`config.mk`:
```
export PLATFORM = sky130hd
export DESIGN_NAME = alarm_timekeeper_flat
export DESIGN_NICKNAME = d
export VERILOG_FILES = /design/src/rtl/alarm_timekeeper_if.sv /design/src/rtl/alarm_timekeeper.sv /design/src/flat_wrapper.sv
export SDC_FILE = /design/constraint.sdc
export NUM_CORES = 1
export LEC_CHECK = 0
export ABC_AREA = 1
export BUFFER_PORTS_ARGS = -buffer_cell sky130_fd_sc_hd__buf_2
export CAP_MARGIN = 10
export CORE_MARGIN = 2
export CORE_UTILIZATION = 65
export DETAILED_ROUTE_END_ITERATION = 7
export PLACE_DENSITY = 0.88
export SETUP_SLACK_MARGIN = 0.05
export SYNTH_ARGS = -nofsm -noshare
export SYNTH_HDL_FRONTEND = slang
export SYNTH_SLANG_ARGS = --single-unit
```
`constraint.sdc`:
```
create_clock -name clk -period 4.6 [get_ports clk]
set_input_delay 0 -clock clk [delete_from_list [all_inputs] [get_ports clk]]
set_output_delay 0 -clock clk [all_outputs]
set_load 0.005 [all_outputs]
```
`src/rtl/alarm_timekeeper_if.sv`:
```
// Bus bundle for alarm_timekeeper.
// Inputs (master -> slave): debounced single-cycle pulses up/down/center/snooze and the
// alarm_en level. Outputs (slave -> master): registered time, alarm time, edit field,
// sec_tick and ring/snooze status.
interface alarm_timekeeper_if;
  logic       up_pulse;
  logic       down_pulse;
  logic       center_pulse;
  logic       snooze_pulse;
  logic       alarm_en;
  logic [4:0] hour;
  logic [5:0] min;
  logic [5:0] sec;
  logic [4:0] alarm_hour;
  logic [5:0] alarm_min;
  logic [2:0] edit_field;
  logic       sec_tick;
  logic       ringing;
  logic       snoozed;

  modport master (
    output up_pulse, down_pulse, center_pulse, snooze_pulse, alarm_en,
    input  hour, min, sec, alarm_hour, alarm_min, edit_field, sec_tick, ringing, snoozed
  );

  modport slave (
    input  up_pulse, down_pulse, center_pulse, snooze_pulse, alarm_en,
    output hour, min, sec, alarm_hour, alarm_min, edit_field, sec_tick, ringing, snoozed
  );
endinterface

```
`src/rtl/alarm_timekeeper.sv`:
```
// Timekeeping core: HH:MM:SS counters driven by a parametrised prescaler, a field-select
// set FSM, one alarm with snooze and an auto-timeout of the ring.
// Ports:
//   clk   - system clock
//   reset - asynchronous reset, active-high
//   bus   - alarm_timekeeper_if.slave: button pulses and alarm_en in; time, alarm time,
//           edit_field, sec_tick, ringing and snoozed out (all registered).
module alarm_timekeeper #(
  parameter int unsigned TICK_DIV    = 50000000,
  parameter int unsigned SNOOZE_MIN  = 5,
  parameter int unsigned RING_SEC    = 60,
  parameter int unsigned ALARM_RST_H = 7,
  parameter int unsigned ALARM_RST_M = 0
) (
  input  logic                 clk,
  input  logic                 reset,
  alarm_timekeeper_if.slave    bus
);

  localparam int unsigned PreW = (TICK_DIV > 2) ? $clog2(TICK_DIV) : 1;
  localparam logic [PreW-1:0] PreMax = PreW'(TICK_DIV - 1);

  typedef enum logic [2:0] {
    StRun   = 3'd0,
    StSetH  = 3'd1,
    StSetM  = 3'd2,
    StSetS  = 3'd3,
    StSetAh = 3'd4,
    StSetAm = 3'd5
  } state_e;

  state_e state_q, state_d;

  logic [PreW-1:0] pre_q, pre_d;
  logic [4:0]      hour_q, hour_d;
  logic [5:0]      min_q, min_d;
  logic [5:0]      sec_q, sec_d;
  logic [4:0]      alarm_h_q, alarm_h_d;
  logic [5:0]      alarm_m_q, alarm_m_d;
  logic [4:0]      snz_h_q, snz_h_d;
  logic [5:0]      snz_m_q, snz_m_d;
  logic [7:0]      ring_cnt_q, ring_cnt_d;
  logic            ringing_q, ringing_d;
  logic            snoozed_q, snoozed_d;
  logic            sec_tick_q;

  logic            counting;
  logic            tick;
  logic            edit_up;
  logic            edit_dn;
  logic            alarm_hit;
  logic            snooze_hit;
  logic [6:0]      snz_sum;

  // Simultaneous up and down cancel out.
  assign edit_up = bus.up_pulse & ~bus.down_pulse;
  assign edit_dn = bus.down_pulse & ~bus.up_pulse;

  // ---------------------------------------------------------------------------------------
  // FSM: state register
  // ---------------------------------------------------------------------------------------
  always_ff @(posedge clk or posedge reset) begin
    if (reset) begin
      state_q <= StRun;
    end else begin
      state_q <= state_d;
    end
  end

  // FSM: next state. A center press while ringing is consumed by the ring stop.
  always_comb begin
    state_d = state_q;
    if (bus.center_pulse && !ringing_q) begin
      unique case (state_q)
        StRun:   state_d = StSetH;
        StSetH:  state_d = StSetM;
        StSetM:  state_d = StSetS;
        StSetS:  state_d = StSetAh;
        StSetAh: state_d = StSetAm;
        StSetAm: state_d = StRun;
        default: state_d = StRun;
      endcase
    end
  end

  // FSM: outputs
  always_comb begin
    bus.edit_field = state_q;
    bus.hour       = hour_q;
    bus.min        = min_q;
    bus.sec        = sec_q;
    bus.alarm_hour = alarm_h_q;
    bus.alarm_min  = alarm_m_q;
    bus.sec_tick   = sec_tick_q;
    bus.ringing    = ringing_q;
    bus.snoozed    = snoozed_q;
  end

  // ---------------------------------------------------------------------------------------
  // Prescaler: frozen at 0 while a time field is being edited.
  // ---------------------------------------------------------------------------------------
  always_comb begin
    counting = (state_q == StRun) || (state_q == StSetAh) || (state_q == StSetAm);
    tick     = 1'b0;
    pre_d    = '0;
    if (counting) begin
      if (pre_q == PreMax) begin
        tick = 1'b1;
      end else begin
        pre_d = pre_q + 1'b1;
      end
    end
  end

  // ---------------------------------------------------------------------------------------
  // Time and alarm registers: running carry plus per-field edits (edits never carry).
  // ---------------------------------------------------------------------------------------
  always_comb begin
    hour_d    = hour_q;
    min_d     = min_q;
    sec_d     = sec_q;
    alarm_h_d = alarm_h_q;
    alarm_m_d = alarm_m_q;

    if (tick) begin
      if (sec_q == 6'd59) begin
        sec_d = '0;
        if (min_q == 6'd59) begin
          min_d  = '0;
          hour_d = (hour_q == 5'd23) ? 5'd0 : hour_q + 5'd1;
        end else begin
          min_d = min_q + 6'd1;
        end
      end else begin
        sec_d = sec_q + 6'd1;
      end
    end

    unique case (state_q)
      StSetH: begin
        if (edit_up) hour_d = (hour_q == 5'd23) ? 5'd0 : hour_q + 5'd1;
        if (edit_dn) hour_d = (hour_q == 5'd0) ? 5'd23 : hour_q - 5'd1;
      end
      StSetM: begin
        if (edit_up) min_d = (min_q == 6'd59) ? 6'd0 : min_q + 6'd1;
        if (edit_dn) min_d = (min_q == 6'd0) ? 6'd59 : min_q - 6'd1;
      end
      StSetS: begin
        if (edit_up || edit_dn) sec_d = '0;
      end
      StSetAh: begin
        if (edit_up) alarm_h_d = (alarm_h_q == 5'd23) ? 5'd0 : alarm_h_q + 5'd1;
        if (edit_dn) alarm_h_d = (alarm_h_q == 5'd0) ? 5'd23 : alarm_h_q - 5'd1;
      end
      StSetAm: begin
        if (edit_up) alarm_m_d = (alarm_m_q == 6'd59) ? 6'd0 : alarm_m_q + 6'd1;
        if (edit_dn) alarm_m_d = (alarm_m_q == 6'd0) ? 6'd59 : alarm_m_q - 6'd1;
      end
      default: ;
    endcase
  end

  // ---------------------------------------------------------------------------------------
  // Ring / snooze control
  // ---------------------------------------------------------------------------------------
  always_comb begin
    ringing_d  = ringing_q;
    snoozed_d  = snoozed_q;
    ring_cnt_d = ring_cnt_q;
    snz_h_d    = snz_h_q;
    snz_m_d    = snz_m_q;

    // Compare against the time that this tick is about to produce.
    alarm_hit  = tick && (sec_d == 6'd0) && (hour_d == alarm_h_q) && (min_d == alarm_m_q);
    snooze_hit = tick && snoozed_q && (sec_d == 6'd0) && (hour_d == snz_h_q) &&
                 (min_d == snz_m_q);

    // Snooze target = current hour:min + SNOOZE_MIN; at most one minute wrap is possible.
    snz_sum = {1'b0, min_q} + 7'(SNOOZE_MIN);

    if (!bus.alarm_en) begin
      ringing_d = 1'b0;
      snoozed_d = 1'b0;
    end else begin
      if (ringing_q && tick) begin
        ring_cnt_d = ring_cnt_q + 8'd1;
        if (ring_cnt_d == 8'(RING_SEC)) ringing_d = 1'b0;
      end

      if (ringing_q && bus.center_pulse) begin
        ringing_d = 1'b0;
        snoozed_d = 1'b0;
      end else if (ringing_q && bus.snooze_pulse) begin
        ringing_d = 1'b0;
        snoozed_d = 1'b1;
        if (snz_sum >= 7'd60) begin
          snz_m_d = 6'(snz_sum - 7'd60);
          snz_h_d = (hour_q == 5'd23) ? 5'd0 : hour_q + 5'd1;
        end else begin
          snz_m_d = snz_sum[5:0];
          snz_h_d = hour_q;
        end
      end

      // A fresh trigger overrides a timeout landing on the same tick.
      if (alarm_hit || snooze_hit) begin
        ringing_d  = 1'b1;
        ring_cnt_d = '0;
        if (snooze_hit) snoozed_d = 1'b0;
      end
    end
  end

  // ---------------------------------------------------------------------------------------
  // Datapath registers
  // ---------------------------------------------------------------------------------------
  always_ff @(posedge clk or posedge reset) begin
    if (reset) begin
      pre_q      <= '0;
      hour_q     <= '0;
      min_q      <= '0;
      sec_q      <= '0;
      alarm_h_q  <= 5'(ALARM_RST_H);
      alarm_m_q  <= 6'(ALARM_RST_M);
      snz_h_q    <= '0;
      snz_m_q    <= '0;
      ring_cnt_q <= '0;
      ringing_q  <= 1'b0;
      snoozed_q  <= 1'b0;
      sec_tick_q <= 1'b0;
    end else begin
      pre_q      <= pre_d;
      hour_q     <= hour_d;
      min_q      <= min_d;
      sec_q      <= sec_d;
      alarm_h_q  <= alarm_h_d;
      alarm_m_q  <= alarm_m_d;
      snz_h_q    <= snz_h_d;
      snz_m_q    <= snz_m_d;
      ring_cnt_q <= ring_cnt_d;
      ringing_q  <= ringing_d;
      snoozed_q  <= snoozed_d;
      sec_tick_q <= tick;
    end
  end

endmodule

```
`src/flat_wrapper.sv`:
```
// flat-port wrapper written by rule: the top's interface ports become plain ports
module alarm_timekeeper_flat 
#(
  parameter int unsigned TICK_DIV    = 50000000,
  parameter int unsigned SNOOZE_MIN  = 5,
  parameter int unsigned RING_SEC    = 60,
  parameter int unsigned ALARM_RST_H = 7,
  parameter int unsigned ALARM_RST_M = 0
)
  (clk, reset, bus_up_pulse, bus_down_pulse, bus_center_pulse, bus_snooze_pulse, bus_alarm_en, bus_hour, bus_min, bus_sec, bus_alarm_hour, bus_alarm_min, bus_edit_field, bus_sec_tick, bus_ringing, bus_snoozed);
  alarm_timekeeper_if bus_i ();
  input  logic clk;
  input  logic reset;
  input wire logic [$bits(bus_i.up_pulse)-1:0] bus_up_pulse;
  input wire logic [$bits(bus_i.down_pulse)-1:0] bus_down_pulse;
  input wire logic [$bits(bus_i.center_pulse)-1:0] bus_center_pulse;
  input wire logic [$bits(bus_i.snooze_pulse)-1:0] bus_snooze_pulse;
  input wire logic [$bits(bus_i.alarm_en)-1:0] bus_alarm_en;
  output wire logic [$bits(bus_i.hour)-1:0] bus_hour;
  output wire logic [$bits(bus_i.min)-1:0] bus_min;
  output wire logic [$bits(bus_i.sec)-1:0] bus_sec;
  output wire logic [$bits(bus_i.alarm_hour)-1:0] bus_alarm_hour;
  output wire logic [$bits(bus_i.alarm_min)-1:0] bus_alarm_min;
  output wire logic [$bits(bus_i.edit_field)-1:0] bus_edit_field;
  output wire logic [$bits(bus_i.sec_tick)-1:0] bus_sec_tick;
  output wire logic [$bits(bus_i.ringing)-1:0] bus_ringing;
  output wire logic [$bits(bus_i.snoozed)-1:0] bus_snoozed;
  assign bus_i.up_pulse = bus_up_pulse;
  assign bus_i.down_pulse = bus_down_pulse;
  assign bus_i.center_pulse = bus_center_pulse;
  assign bus_i.snooze_pulse = bus_snooze_pulse;
  assign bus_i.alarm_en = bus_alarm_en;
  assign bus_hour = bus_i.hour;
  assign bus_min = bus_i.min;
  assign bus_sec = bus_i.sec;
  assign bus_alarm_hour = bus_i.alarm_hour;
  assign bus_alarm_min = bus_i.alarm_min;
  assign bus_edit_field = bus_i.edit_field;
  assign bus_sec_tick = bus_i.sec_tick;
  assign bus_ringing = bus_i.ringing;
  assign bus_snoozed = bus_i.snoozed;
  alarm_timekeeper #(.TICK_DIV(TICK_DIV), .SNOOZE_MIN(SNOOZE_MIN), .RING_SEC(RING_SEC), .ALARM_RST_H(ALARM_RST_H), .ALARM_RST_M(ALARM_RST_M)) u_core (.clk(clk), .reset(reset), .bus(bus_i));
endmodule
```
==> results.py, run 1 <==
metrics = {
    "status": {
        "status": "completed",
    },
    "finish": {
        "final_cell_mix": "193 x nand2_1, 104 x inv_1, 86 x nand3_1",
        "fin_util_pct": 73.0,
        "layout_commonest_cell": "nand2_1",
        "syn_to_final_growth_pct": 8.74,
        "drive_gt1_share_pct": 14.3,
        "finalInstanceArea_um2": 6360,
        "nets": 891,
        "antenna_cells": 0,
    },
    "drt": {
        "viasPerCell": 5.98,
        "route.detailed.drc": 0,
        "wl_um": 15700,
        "first_pass_iters": 8,
        "drtIter0Drc": 449,
        "wire_per_inst_um": 16.0,
        "vias": 5863,
        "ant_nets": 0,
    },
    "sta": {
        "holdWs_ns": 0.186,
        "grt_setup_unrepaired": "no",
        "finalSetupViolations": 0,
        "slew_violations": 0,
        "worst_pin_slew_ns": 0.999,
        "period_needed_ns": 2.99,
        "post-route-period-util_pct": 65.1,
        "tns_ns": 0,
        "fin_worst_skew_ns": 0.0125,
        "relSlewSlack_pct": 33.4,
        "hold_viol_final": 0,
        "fmax_mhz": 334,
    },
    "critical_path": {
        "critPathCaptureType": "flip-flop",
        "cp.required_ns": 4.87,
        "crit_top_cell": "nand2_1",
        "path_cells": "ha_1, nand2_1, nor2_4, nand2_2, nor2_4, inv_2, nor2_8, nand4_1, nand3_1, nand2_1, nand2_1, nand3_1, nor2_1, nand2_1, nor2_1, nand3_2, nand2_4, nand2_4, nand3_1, nand2_1",
        "critPathSlowestCell": "dfrtp_1",
        "crit_type": "flip-flop to flip-flop",
        "cpPeakStageDelay_ns": 0.40,
        "crit_path_max_fanout": 8,
        "crit_arrival_ns": 3.26,
        "startpoint_type": "flip-flop",
    },
    "clocking": {
        "root_buffer": "clkbuf_8",
        "clock_latency_ns": 0.37,
        "clockBufferDepth": 2,
        "clk_pin_slew_ns": 0.09,
        "cts_inserted_buffers": 9,
        "htreeDepth": 3,
        "cts_tree": "built",
        "cts_setup_buffers": 0,
        "cts.sinks": 79,
    },
    "synthesis": {
        "synth-seq-cells": 79,
        "syn-cell-area_um2": 5850,
        "synth-edff-count": 0,
        "yosys_warnings": 0,
        "yosys.cell_types.count": 50,
        "synth.area.top_cells": "dfrtp_1 32%, nand2_1 12%, nand3_1 7.4%",
        "ys_seq_area_share_pct": 33.8,
        "avgSynthCellArea_um2": 7.08,
        "async_reset_ff_share_pct": 100,
        "synth_top_area_share_pct": 32.5,
        "synth_top_area_cell": "dfrtp_1",
        "synth_cells": 826,
        "synth_nets": 850,
        "synth-main-ff-cell": "dfrtp_1",
    },
    "pwr": {
        "p_per_area_nw_per_um2": 503,
        "p_leak_nw": 3.17,
        "ir_drop_mv": 0.292,
    },
    "placed_design": {
        "gp_congestion": 0.952,
        "placedInstanceArea_um2": 6120,
        "port_buffers": 40,
        "hpwl_um": 11600,
    },
    "global_routing": {
        "grt_max_degree": 80,
        "grt_pass1_vias": 5805,
        "grt_first_pass_wirelength_um": 27000,
        "grt_use_total_pct": 34.2,
        "globalRouteOverflowTotal": 0,
        "antenna_found_initial": 0,
    },
    "floorplan": {
        "num_io_pins": 41,
        "die_h_um": 98.9,
        "num_rows": 34,
        "die_width_um": 98.9,
        "die_area_um2": 9780,
        "core_um2": 8720,
        "initial_core_util_pct": 67.1,
    },
    "hold_path": {
        "hp-class": "primary input to flip-flop",
    },
    "job": {
        "cap_violations": 0,
    },
}
[logic make-up after synthesis]
kind of cell    share of synthesized area (%)
buf+inv                                  9.43
flops                                    33.8
fa+ha+maj                                3.63
xor+xnor                                 6.14
compound gates                           11.3
simple gates                             35.7
[final cells by class]
| class | count | area (um2) |
|---|---|---|
| clock buffer | 11 | 141 |
| clock inverter | 5 | 63.8 |
| fill | 679 | 2360 |
| inverter | 122 | 460 |
| multi-input combinational | 608 | 3320 |
| sequential | 79 | 1980 |
| tap | 108 | 135 |
| timing repair buffer | 47 | 263 |
[flip-flops by register name (all words and copies together), names as in the netlist, 3 cells and up]
name                   cells
u_core.bus.alarm_hour      5
u_core.bus.alarm_min       6
u_core.bus.edit_field      3
u_core.bus.hour            5
u_core.bus.min             6
u_core.bus.sec             6
u_core.pre_q              26
u_core.ring_cnt_q          8
u_core.snz_h_q             5
u_core.snz_m_q             6
[per-layer routing]
metal,track usage (%),part of all wire (%)
met5,0,0
met4,15.3,3.5
met3,6.38,7.9
met2,56.8,48
met1,43.6,41
[final timing paths]
kind                                 start                 endpoint  slack (ns)  cells after the start
max in group asynchronous            reset        u_core.snz_h_q[0]        3.47                      4
hold reg to reg            u_core.pre_q[0]          u_core.pre_q[0]        0.49                      1
setup reg to reg           u_core.pre_q[0]     u_core.ring_cnt_q[7]        1.61                     20
min in group asynchronous            reset  u_core.bus.alarm_min[5]        0.49                      4
setup / recovery           u_core.pre_q[0]     u_core.ring_cnt_q[7]        1.61                     20
hold / removal                bus_up_pulse        u_core.bus.sec[5]        0.19                      4
[metrics by stage]
step | worst slack [ns] | power, W | cells
floorplan | 2.27 | 0.00214 | 826
global placement | 1.82 | 0.00252 | 960
detailed placement | 1.69 | 0.00258 | 960
CTS | 1.67 | 0.00316 | 980
global route | 1.27 | 0.00345 | 980
finish | 1.61 | 0.00320 | 980
[power by group]
part	switching (W)	internal, W	leakage (nW)
clock	0.000290	0.000271	0.101
sequential	0.000251	0.000817	1.01
combinational	0.00103	0.000535	2.06
[worst max-delay path, delay by kind of cell (launching register included)]
family / cells / cell delay (ns)
and+or+nand+nor: 18 / 2.16
buffers and inverters: 1 / 0.10
DFF: 1 / 0.40
adders and majority gates: 1 / 0.21
[cell usage after synthesis, types with 3 or more instances]
cell type / n
nand3b_1: 3
nor3_2: 3
ha_1: 17
inv_2: 14
nor3_1: 17
o211ai_1: 7
nor4_1: 4
nand4_1: 13
o21ai_1: 4
nand2_2: 10
nor2_4: 5
inv_1: 105
nand2_1: 193
o22ai_1: 3
xor2_1: 32
xnor2_1: 9
a31oi_1: 10
a21oi_1: 25
o31ai_1: 3
nand3_2: 6
dfstp_2: 3
dfrtp_1: 76
nor2_2: 12
o21ai_0: 51
nor2_1: 72
nand3_1: 86
clkbuf_1: 7
buf_2: 5
[repair_timing]
item	in CTS	in global routing
hold endpoints to repair	79	0
hold buffers	4	0
resized for setup	0	0
No activity file was read; power rests on OpenSTA's default activity.
==> inputs of run 2 (changes only) <==
- CORE_UTILIZATION: 65 -> 56
- PLACE_DENSITY: 0.88 -> 0.81
- clock period: 4.6 -> 2.6 ns (I/O delays scaled with it)
==> results.py, run 2 (synthesis results as in run 1) <==
metrics = {
    "global_routing": {
        "grt_max_degree": 80,
        "grt_pass1_vias": 5537,
        "globalRouteOverflowTotal": 0,
        "grt_use_total_pct": 29.2,
        "antenna_found_initial": 0,
        "grt_first_pass_wirelength_um": 26400,
    },
    "finish": {
        "fillerInstances": 850,
        "largest_register_ffs": 26,
        "layout_commonest_cell": "nand2_1",
        "drive_gt1_share_pct": 23.4,
        "antenna_cells": 0,
        "top_register": "u_core.pre_q",
        "nets": 958,
        "syn_to_final_growth_pct": 20.2,
        "final_cell_mix": "185 x nand2_1, 103 x inv_1, 80 x nand3_1",
        "finalInstanceArea_um2": 7040,
        "reg.largest.list": "u_core.pre_q: 26 flops, u_core.ring_cnt_q: 8 flops",
    },
    "critical_path": {
        "critPathCaptureType": "flip-flop",
        "cp.buffers_inverters": 2,
        "crit_arrival_ns": 2.98,
        "cpPeakStageDelay_ns": 0.37,
        "cp.required_ns": 2.87,
        "critPathSlowestCell": "dfrtp_1",
        "path_cells": "ha_2, nand2_2, nor2_4, nand2_2, nor2_4, buf_6, inv_6, nor2_8, nand3_2, nand3_2, nand2_1, nor2_1, nand3_1, nor2_1, nand2_1, nor2_2, nand3_2, nand2_4, nand2_8, nand3_1, nand2_1",
        "critical-path-top-delay-family": "simple AND/OR/NAND/NOR gates",
        "startpoint_type": "flip-flop",
        "crit_path_max_fanout": 8,
        "crit_type": "flip-flop to flip-flop",
    },
    "drt": {
        "route.detailed.drc": 0,
        "wl_um": 16000,
        "vias": 5957,
        "ant_nets": 0,
        "drtIter0Drc": 567,
        "first_pass_iters": 6,
        "wire_per_inst_um": 14.9,
        "viasPerCell": 5.54,
    },
    "job": {
        "cap_violations": 0,
    },
    "placed_design": {
        "dp_slack_ns": -0.136,
        "placedInstanceArea_um2": 6530,
        "port_buffers": 40,
        "gp_congestion": 0.954,
        "hpwl_um": 11500,
    },
    "sta": {
        "worst_pin_slew_ns": 0.637,
        "post-route-period-util_pct": 104,
        "hold_viol_final": 1,
        "slew_violations": 0,
        "period_needed_ns": 2.70,
        "fin_worst_skew_ns": 0.00925,
        "relSlewSlack_pct": 57.4,
        "finalSetupViolations": 9,
        "tns_ns": -0.776,
        "worst_slack_ns": -0.104,
        "holdWs_ns": -0.0238,
        "fmax_mhz": 370,
        "grt_setup_unrepaired": "yes",
    },
    "status": {
        "status": "finished with violations",
        "violations": "hold timing, setup timing",
    },
    "pwr": {
        "ir_drop_mv": 0.453,
        "power_w": 0.00594,
        "p_per_area_nw_per_um2": 844,
        "p_leak_nw": 3.52,
    },
    "clocking": {
        "cts_tree": "built",
        "cts_hold_buf": 4,
        "clock_latency_ns": 0.38,
        "clockBufferDepth": 2,
        "cts_inserted_buffers": 9,
        "clk_pin_slew_ns": 0.09,
        "cts.sinks": 79,
        "root_buffer": "clkbuf_8",
        "htreeDepth": 3,
    },
    "floorplan": {
        "die_h_um": 106,
        "initial_core_util_pct": 57.2,
        "die_width_um": 106,
        "core_um2": 10200,
        "num_rows": 37,
        "num_io_pins": 41,
        "die_area_um2": 11300,
    },
    "hold_path": {
        "hp-class": "primary input to flip-flop",
    },
}
==> run 2: changes by cell type in the layout (fill, tap and decap cells not counted), sizes merged <==
cell / change
bufinv: -1
clkbuf: -1
buf: +67
clkinvlp: +1
inv: +1
==> run 2: area by class of cell <==
class | instances | area (um2) | share of cell area [%]
Clock buffer | 10 | 138 | 1.96
Clock inverter | 6 | 50.0 | 0.711
Inverter | 122 | 469 | 6.67
Multi-Input combinational cell | 608 | 3440 | 48.9
Sequential cell | 79 | 1980 | 28.2
Tap cell | 136 | 170 | 2.42
Timing Repair Buffer | 114 | 790 | 11.2
==> run 2: what timing repair did <==
item	4_1_cts	5_1_grt
pin swaps	11	24
endpoints found under the hold margin	79	2
setup buffers	3	16
gates resized for setup	11	33
setup endpoints to repair	9	20
==> run 2: metrics by stage <==
step | utilization, % | cells | hold slack (ns)
after floorplan | - | 826 | 0.0907
after global placement | 63.8 | 1036 | 0.120
after detailed placement | 63.8 | 1036 | 0.128
after CTS | 66.6 | 1059 | -0.0704
after global routing | 68.8 | 1075 | -0.0114
final | 68.8 | 1075 | -0.0238
==> run 2: path summary, 6_finish.rpt <==
check,from,to,slack [ns],depth (start not counted)
max,u_core.pre_q[0],u_core.ring_cnt_q[2],-0.10,21
max in group asynchronous,reset,u_core.bus.min[3],2.00,4
min,bus_alarm_en,u_core.ring_cnt_q[0],-0.02,2
min in group asynchronous,reset,u_core.bus.sec[1],0.24,4
min reg2reg,u_core.pre_q[19],u_core.pre_q[19],0.50,1
max reg2reg,u_core.pre_q[0],u_core.ring_cnt_q[2],-0.10,21
==> run 2: report_power, final <==
part	switching, W	internal [W]	leakage [nW]	total [W]
combinational	0.00202	0.00123	2.42	0.00324
sequential	0.000341	0.00145	1.01	0.00179
clock	0.000524	0.000385	0.0899	0.000909
==> run 2: per-layer routing <==
| metal | up-vias | GRT usage [%] | wire length, um |
|---|---|---|---|
| met3 | 23 | 5.21 | 1090 |
| met2 | 227 | 46.1 | 7560 |
| met1 | 2799 | 41.3 | 7120 |
| met4 | 0 | 8.46 | 208 |
| met5 | - | 0 | 0 |
| li1 | 2908 | - | - |
==> inputs of run 3 (changes only) <==
- clock period: 2.6 -> 2.31 ns (I/O delays scaled with it)
==> results.py, run 3 (synthesis results as in run 1) <==
metrics = {
    "pwr": {
        "p_per_area_nw_per_um2": 975,
        "ir_drop_mv": 0.934,
        "p_leak_nw": 4.17,
    },
    "placed_design": {
        "place_inst": 1128,
        "hpwl_um": 12400,
        "port_buffers": 40,
        "gp_congestion": 0.948,
        "placedInstanceArea_um2": 7280,
    },
    "sta": {
        "finalSetupViolations": 22,
        "post-route-period-util_pct": 125,
        "fin_worst_skew_ns": 0.00993,
        "worst_slack_ns": -0.573,
        "period_needed_ns": 2.88,
        "grt_setup_unrepaired": "yes",
        "hold_viol_final": 0,
        "fmax_mhz": 347,
        "worst_pin_slew_ns": 0.545,
        "slew_violations": 0,
        "relSlewSlack_pct": 63.6,
    },
    "hold_path": {
        "min_path_cells": 4,
        "hp-class": "primary input to flip-flop",
    },
    "status": {
        "violations": "setup timing",
        "status": "finished with violations",
    },
    "floorplan": {
        "initial_core_util_pct": 57.2,
        "core_um2": 10200,
        "num_rows": 37,
        "die_width_um": 106,
        "die_h_um": 106,
        "die_area_um2": 11300,
        "num_io_pins": 41,
    },
    "drt": {
        "wl_um": 20100,
        "wire_per_inst_um": 17.1,
        "viasPerCell": 5.77,
        "first_pass_iters": 6,
        "vias": 6787,
        "route.detailed.drc": 0,
        "drtIter0Drc": 769,
        "ant_nets": 0,
    },
    "global_routing": {
        "grt_use_total_pct": 32.9,
        "gr-usage-met1_pct": 42.7,
        "use_met3_pct": 5.03,
        "grt_first_pass_wirelength_um": 29700,
        "antenna_found_initial": 0,
        "grt_use_met2_pct": 55.4,
        "grt_max_degree": 42,
        "grt_pass1_vias": 6347,
        "busiest_layer": "met2",
        "globalRouteOverflowTotal": 0,
    },
    "clocking": {
        "cts.sinks": 79,
        "clk_pin_slew_ns": 0.09,
        "clock_latency_ns": 0.37,
        "root_buffer": "clkbuf_8",
        "cts_inserted_buffers": 9,
        "cts_tree": "built",
        "htreeDepth": 3,
        "clockBufferDepth": 2,
    },
    "critical_path": {
        "reg2regPathDepth": 21,
        "crit_path_max_fanout": 8,
        "cp.required_ns": 2.57,
        "crit_type": "flip-flop to flip-flop",
        "critPathCaptureType": "flip-flop",
        "crit_arrival_ns": 3.14,
        "startpoint_type": "flip-flop",
    },
    "finish": {
        "final_cell_mix": "162 x nand2_1, 160 x buf_4, 103 x inv_1",
        "finalInstanceArea_um2": 8170,
        "layout_commonest_cell": "nand2_1",
        "largest_register_ffs": 26,
        "reg.largest.list": "u_core.pre_q: 26 flops, u_core.ring_cnt_q: 8 flops",
        "drive_gt1_share_pct": 36.1,
        "nets": 1060,
        "top_register": "u_core.pre_q",
        "antenna_cells": 0,
        "syn_to_final_growth_pct": 39.7,
        "fin_cells": 1177,
    },
    "job": {
        "cap_violations": 0,
    },
}
[run 3: cell types whose count changed in the layout (fill, tap and decap cells not counted), sizes merged]
cell	delta
clkinvlp	-1
clkbuf	+3
bufinv	+1
buf	+102
inv	-3
[run 3: layer usage]
layer | routed length (um) | share of wire [%]
met5 | 0 | 0
met3 | 1590 | 7.9
met1 | 7760 | 39
met2 | 9860 | 49
met4 | 933 | 4.6
[run 3: worst max-delay path, cell delays in order (launching register included)]
cell and delay, ns:
dfrtp_1 0.39, ha_2 0.23, nand2_2 0.09, nor2_4 0.15
nand3_1 0.11, nor2_1 0.15, nand3_2 0.18, nand2_2 0.12
nand3_2 0.08, nand2_1 0.07, nand2_2 0.07, buf_4 0.14
nand3_1 0.06, nand2_1 0.07, inv_1 0.07, nand3_2 0.07
nor2_2 0.18, nand3_4 0.12, nand2_4 0.15, nand2_8 0.09
nand3_1 0.08, nand2_1 0.07
[run 3: area by class of cell]
cell class,count,area (um2)
Tap cell,136,170
Multi-Input combinational cell,608,3720
Timing Repair Buffer,216,1630
Clock inverter,3,42.5
Clock buffer,13,159
Fill cell,628,2060
Inverter,122,467
Sequential cell,79,1980
[run 3: where the power goes]
group / internal, W / switching, W
clock: 0.000559 / 0.000549
sequential: 0.00163 / 0.000339
combinational: 0.00215 / 0.00274
total: 0.00434 / 0.00363
[run 3: per-stage QoR]
stage | power [W] | worst slack (ns) | TNS, ns | hold WS [ns] | util, %
2_1_floorplan | 0.00427 | 0.0304 | 0 | 0.0907 | -
3_3_place_gp | 0.00611 | -0.207 | -1.78 | 0.00993 | 71.2
3_5_place_dp | 0.00621 | -0.292 | -2.75 | 0.0179 | 71.2
4_1_cts | 0.00747 | -0.254 | -2.60 | 0.000341 | 76.3
5_1_grt | 0.00849 | -0.672 | -11.00 | 0.0611 | 79.9
6_report | 0.00797 | -0.573 | -8.49 | 0.0138 | 79.9
[run 3: what timing repair did]
action | CTS | global route
setup endpoints to repair | 25 | 33
cloned | 1 | 0
hold buffers | 3 | 1
gates resized for setup | 37 | 77
buffers inserted | 20 | 12
pin swaps | 13 | 44
endpoints found under the hold margin | 28 | 1
[run 3: final timing paths]
check                                  start                        to  slack (ns)
setup / recovery             u_core.pre_q[0]      u_core.ring_cnt_q[5]       -0.57
hold / removal              bus_center_pulse        u_core.bus.snoozed        0.01
setup reg to reg             u_core.pre_q[0]      u_core.ring_cnt_q[5]       -0.57
hold reg to reg            u_core.snz_m_q[4]         u_core.snz_m_q[4]        0.51
max in group asynchronous              reset  u_core.bus.alarm_hour[1]        1.52
min in group asynchronous              reset         u_core.bus.sec[3]        0.15
